==> src/rtl/mem_port_arbiter.sv <==
// mem_port_arbiter: shares one memory port between the instruction-fetch and
// load/store channels. One transaction is outstanding at a time, conflicts are
// resolved round-robin, and read data is steered back to whoever asked for it.
// Three free-running counters feed the performance-counter bank.

module mem_port_arbiter (
   input  logic        clk,
   input  logic        rst,

   input  logic [31:0] if_addr,
   input  logic        if_req_valid,
   output logic        if_req_ready,
   output logic [31:0] if_rdata,
   output logic        if_rdata_valid,
   input  logic        if_rdata_ready,

   input  logic [31:0] d_addr,
   input  logic        d_ren,
   input  logic        d_wen,
   input  logic [31:0] d_wdata,
   input  logic [3:0]  d_wstrb,
   output logic        d_req_ready,
   output logic [31:0] d_rdata,
   output logic        d_rdata_valid,
   input  logic        d_rdata_ready,

   output logic [31:0] mem_addr,
   output logic        mem_ren,
   output logic        mem_wen,
   output logic [31:0] mem_wdata,
   output logic [3:0]  mem_wstrb,
   input  logic        mem_req_ready,
   input  logic [31:0] mem_rdata,
   input  logic        mem_rdata_valid,
   output logic        mem_rdata_ready,

   output logic [31:0] cnt_if_grant,
   output logic [31:0] cnt_d_grant,
   output logic [31:0] cnt_conflict
);

   typedef enum logic [5:0] {
      IDLE    = 6'b000001,
      REQ_IF  = 6'b000010,
      REQ_DR  = 6'b000100,
      REQ_DW  = 6'b001000,
      RESP_IF = 6'b010000,
      RESP_D  = 6'b100000
   } state_e;

   // Which requester won the most recent conflict; DATA after reset so the
   // very first conflict is handed to fetch.
   typedef enum logic {
      GRANT_IF   = 1'b0,
      GRANT_DATA = 1'b1
   } grant_e;

   state_e      state_q, state_d;
   grant_e      lastGrant_q, lastGrant_d;
   logic [31:0] cntIfGrant_q, cntDGrant_q, cntConflict_q;

   logic ifPending, dPending, dIsWrite;
   logic ifHandshake, dHandshake;

   assign ifPending = if_req_valid;
   assign dPending  = d_ren | d_wen;
   // A request with both read and write asserted is handled as a write.
   assign dIsWrite  = d_wen;

   assign ifHandshake = (state_q == REQ_IF) & mem_req_ready;
   assign dHandshake  = ((state_q == REQ_DR) | (state_q == REQ_DW)) & mem_req_ready;

   // State and round-robin history register.
   always_ff @(posedge clk or negedge rst) begin
      if (!rst) begin
         state_q     <= IDLE;
         lastGrant_q <= GRANT_DATA;
      end else begin
         state_q     <= state_d;
         lastGrant_q <= lastGrant_d;
      end
   end

   // Next-state logic; arbitration only happens from IDLE, so requests that
   // show up mid-transaction simply wait their turn.
   always_comb begin
      state_d     = state_q;
      lastGrant_d = lastGrant_q;
      case (state_q)
         IDLE: begin
            if (ifPending && dPending) begin
               if (lastGrant_q == GRANT_DATA) begin
                  state_d     = REQ_IF;
                  lastGrant_d = GRANT_IF;
               end else begin
                  state_d     = dIsWrite ? REQ_DW : REQ_DR;
                  lastGrant_d = GRANT_DATA;
               end
            end else if (ifPending) begin
               state_d = REQ_IF;
            end else if (dPending) begin
               state_d = dIsWrite ? REQ_DW : REQ_DR;
            end
         end
         REQ_IF:  if (mem_req_ready) state_d = RESP_IF;
         REQ_DR:  if (mem_req_ready) state_d = RESP_D;
         REQ_DW:  if (mem_req_ready) state_d = IDLE;
         RESP_IF: if (mem_rdata_valid && if_rdata_ready) state_d = IDLE;
         RESP_D:  if (mem_rdata_valid && d_rdata_ready) state_d = IDLE;
         default: state_d = IDLE;
      endcase
   end

   // Output decode: the granted requester drives the memory port, and read
   // responses pass straight through to the owner of the outstanding read.
   always_comb begin
      mem_addr        = '0;
      mem_ren         = 1'b0;
      mem_wen         = 1'b0;
      mem_wdata       = '0;
      mem_wstrb       = '0;
      if_req_ready    = 1'b0;
      d_req_ready     = 1'b0;
      if_rdata_valid  = 1'b0;
      d_rdata_valid   = 1'b0;
      mem_rdata_ready = 1'b0;
      case (state_q)
         REQ_IF: begin
            mem_addr     = if_addr;
            mem_ren      = 1'b1;
            if_req_ready = mem_req_ready;
         end
         REQ_DR: begin
            mem_addr    = d_addr;
            mem_ren     = 1'b1;
            d_req_ready = mem_req_ready;
         end
         REQ_DW: begin
            mem_addr    = d_addr;
            mem_wen     = 1'b1;
            mem_wdata   = d_wdata;
            mem_wstrb   = d_wstrb;
            d_req_ready = mem_req_ready;
         end
         RESP_IF: begin
            if_rdata_valid  = mem_rdata_valid;
            mem_rdata_ready = if_rdata_ready;
         end
         RESP_D: begin
            d_rdata_valid   = mem_rdata_valid;
            mem_rdata_ready = d_rdata_ready;
         end
         default: ;
      endcase
   end

   // Read data is shared by both channels; it is forced to zero while reset
   // is held so that every output reads zero during reset.
   assign if_rdata = rst ? mem_rdata : '0;
   assign d_rdata  = rst ? mem_rdata : '0;

   // Performance counters; they wrap naturally at 32 bits.
   always_ff @(posedge clk or negedge rst) begin
      if (!rst) begin
         cntIfGrant_q  <= '0;
         cntDGrant_q   <= '0;
         cntConflict_q <= '0;
      end else begin
         if (ifHandshake)          cntIfGrant_q  <= cntIfGrant_q + 32'd1;
         if (dHandshake)           cntDGrant_q   <= cntDGrant_q + 32'd1;
         if (ifPending & dPending) cntConflict_q <= cntConflict_q + 32'd1;
      end
   end

   assign cnt_if_grant = cntIfGrant_q;
   assign cnt_d_grant  = cntDGrant_q;
   assign cnt_conflict = cntConflict_q;

endmodule
==> config.mk <==
export PLATFORM = sky130hd
export DESIGN_NAME = mem_port_arbiter
export DESIGN_NICKNAME = d
export VERILOG_FILES = /design/src/rtl/mem_port_arbiter.sv
export SDC_FILE = /design/constraint.sdc
export NUM_CORES = 1
export LEC_CHECK = 0
export ABC_CLOCK_PERIOD_IN_PS = 5900
export BUFFER_PORTS_ARGS = -buffer_cell sky130_fd_sc_hd__buf_2
export CORE_AREA = 4 4 146 148
export CTS_CLUSTER_SIZE = 20
export DETAILED_ROUTE_END_ITERATION = 16
export DIE_AREA = 0 0 150 152
export SLEW_MARGIN = 15
export SYNTH_ARGS = -nofsm -noshare
export SYNTH_HDL_FRONTEND = slang
export SYNTH_SLANG_ARGS = --single-unit
==> constraint.sdc <==
create_clock -name clk -period 5.9 [get_ports clk]
set_input_delay 1.475 -clock clk [delete_from_list [all_inputs] [get_ports clk]]
set_output_delay 1.475 -clock clk [all_outputs]
set_load 0.03 [all_outputs]
==> results by group <==
Clock tree
  – H-tree depth: 3
  – CTS root buffer: clkbuf_16
  – CTS buffer count: 9
  – Longest Clk Path Bufs: 2
  – Clock Sinks: 103
  – Post-CTS Setup Inserts: 0
  – CTS tree: built
  – Worst skew pair latency: 360 ps
  – Post-CTS Hold Fix Bufs: 0
  – Post-CTS sizing: 0
  – Clock Pin Slew Worst Setup and Hold Paths: 70 ps

Global routing
  – Vias in the first global route: 5213
  – Initial antenna violation count: 0
  – Tot GR Track Use: 15.6%
  – First-pass GRT wire length: 28500 um
  – Grt total ovfl: 0
  – Pin count of the biggest net entering global routing: 82

Timing
  – Max Freq: 245 MHz
  – Fin worst setup slack: 1810 ps
  – Fin. max-slew vios: 0
  – Tmin final: 4090 ps
  – Skew final: 13.5 ps
  – Tightest Pin Transition: 805 ps
  – Setup_tns: 0 ps
  – Period Utilization, post-route: 69.2%
  – Slew HR: 46.3%
  – Final Hold Violating Endpoints: 0
  – Hold Slack: 469 ps
  – Finish-stage setup viols: 0
  – RSZ-0062 raised after global routing: no

Die
  – Number of I/O pins: 376
  – DIE AREA: 0.0228 mm2
  – Die Y: 152 um
  – Initial Util: 28.7%
  – Core area: 0.0200 mm2
  – Core Rows: 52
  – Die width: 150 um

Drt
  – Wire per inst: 15.3 um
  – DRC: 0
  – Vias per cell: 4.52
  – Routed WL: 18100 um
  – Initial DRC Count: 215
  – Via count: 5354
  – DRT Pass-1 Iters: 4
  – Antenna-violating nets left: 0

Worst hold path
  – Hold crit path type: flop to flop

Pwr
  – Static Leak: 4.52 nW
  – Worst IR drop on VDD: 140 uV
  – PwrDens: 303 mW/mm2

Setup path
  – Critical path fanouts, max: 81
  – Worst setup SP type: input pin
  – WP data required: 4430 ps
  – Slowest-stage cell, CP: buf_4
  – Crit-path cells: buf_4 -> and2_1 -> buf_2
  – Largest stage delay, worst path: 600 ps
  – CP Capture Type: output pin
  – Worst path arrival time: 2610 ps
  – Worst Path Class, Setup: input pin to output pin

Synthesis
  – Synth cell types: 45
  – Sequential fraction of the synthesis area: 44.9%
  – Post-synth top area cell: dfrtp_1
  – Mean Syn Cell Area: 10.1 um2
  – Syn_nets: 715
  – Multiplexer area fraction after synthesis: 0.392%
  – Dominant cells by area after synthesis: dfrtp_1, xnor2_1, and2_1
  – Yosys top cell area share: 44.0%
  – Adder-Cell Fraction of Synth Area: 0.653%
  – Post-synthesis compound-gate area fraction: 6.14%
  – Post-synth EDFFs: 0
  – Main synth FF type: dfrtp_1
  – Largest family of logic cells by synthesized area: simple AND/OR/NAND/NOR gates
  – Post-synthesis xor/xnor area fraction: 14.5%
  – Cell count after synthesis: 571
  – Post-synthesis register bit count: 103
  – Simple-Gate Fraction of Synth Area: 27.3%
  – Warnings from Yosys: 0
  – Ys async rst share: 100%
  – Synthesized area: 0.00575 mm2

Place
  – GP Congestion: 0.773
  – Pre-CTS setup slack: 1770 ps
  – Hpwl dp: 14700 um
  – Port bufs: 375

Cells and area
  – Multi-input gate area: 0.00282 mm2
  – Final net count: 1053
  – Final core utilization: 39.9%
  – Antenna Cells: 0
  – Filler cells: 2049
  – Share of layout cells above drive strength 1: 45.7%
  – Area grow syn2layout: 39.0%
  – Storage cell area: 0.00258 mm2

Status
  – Status: completed

Job
  – Max cap viols: 0
[cell usage in the layout, fill, tap and decap left out, types with 3 or more instances in the layout]
cell	count
o21ai_0	6
dfrtp_1	101
nand2_1	47
xor2_1	31
buf_2	374
clkinv_8	3
and2_1	75
nor3_2	3
clkbuf_16	9
nand4_1	19
nor4_2	3
nand3_1	41
inv_8	3
inv_1	6
ha_1	3
buf_4	4
nor2_1	20
a22o_1	33
and3_1	19
xnor2_1	64
nor3_1	5
and4_1	10
[path summary, 6_finish.rpt]
check                      slack [ps]            start  depth (start not counted)                to
max                              1810              rst                          3        d_rdata[9]
min                               470  cnt_d_grant[31]                          1   cnt_d_grant[31]
max reg2reg                      3390       state_q[2]                          7   cnt_if_grant[8]
min reg2reg                       470  cnt_d_grant[31]                          1   cnt_d_grant[31]
max in group asynchronous        3450              rst                          2   cnt_d_grant[29]
min in group asynchronous        1180              rst                          1  cnt_conflict[14]
[synth_stat cells, types with 3 or more instances]
master and instances:
xor2_1 31, buf_4 32, nor3_1 5, xnor2_1 64, dfrtp_1 101, nand4_1 19
nor3_2 3, and2_1 76, and4_1 10, inv_1 6, and3_1 19, nor3b_1 3
nor4_2 3, clkbuf_1 12, clkbuf_2 4, nand3_1 41, a22o_1 33, o21ai_0 6
nor2_1 20, ha_1 3, nand2_1 47
[per-stage QoR]
stage | cell area, um2 | power, W | std cells
floorplan | 5750 | 0.00152 | 571
global placement | 7670 | 0.00181 | 1168
detailed placement | 7670 | 0.00182 | 1168
CTS | 7990 | 0.00246 | 1184
global route | 7990 | 0.00257 | 1184
finish | 7990 | 0.00242 | 1184
[power breakdown]
group / internal (W) / switching, W
clock network: 0.000312 / 0.000324
registers: 0.000768 / 0.0000789
logic: 0.000308 / 0.000633
total: 0.00139 / 0.00104
[registers in the layout (all words and copies together), names as in the netlist]
register,count
state_q,6
lastGrant_q,1
cnt_d_grant,32
cnt_conflict,32
cnt_if_grant,32
[kinds of logic (layout without fill, tap and decap cells)]
group | after synthesis | in the layout
adders and majority gates | 3 | 3
DFF | 103 | 103
xor gates and xnor gates | 95 | 95
buffers and inverters | 58 | 401
and+or+nand+nor | 266 | 266
AOI/OAI and AO/OA | 44 | 44
muxes | 2 | 2
[layout make-up]
| type | count | share of cell area (%) |
|---|---|---|
| Clock buffer | 9 | 2.82 |
| Clock inverter | 7 | 1.24 |
| Tap cell | 270 | 4.23 |
| Inverter | 7 | 0.329 |
| Multi-Input combinational cell | 410 | 35.3 |
| Sequential cell | 103 | 32.3 |
| Timing Repair Buffer | 378 | 23.8 |
[critical path, delay by kind of cell]
family | cells | cell delay (ps)
buffers and inverters | 2 | 810
and+or+nand+nor | 1 | 270
[layer usage]
| layer | wire length (um) | track usage [%] | vias to the layer above | part of all wire, % |
|---|---|---|---|---|
| met2 | 9390 | 28.6 | 236 | 52 |
| met1 | 6800 | 17.4 | 2496 | 37 |
| met4 | 349 | 5.14 | 0 | 1.9 |
| li1 | - | - | 2605 | - |
| met3 | 1600 | 3.75 | 17 | 8.8 |
| met5 | 0 | 0 | - | 0 |
No activity file was read; power rests on OpenSTA's default activity.
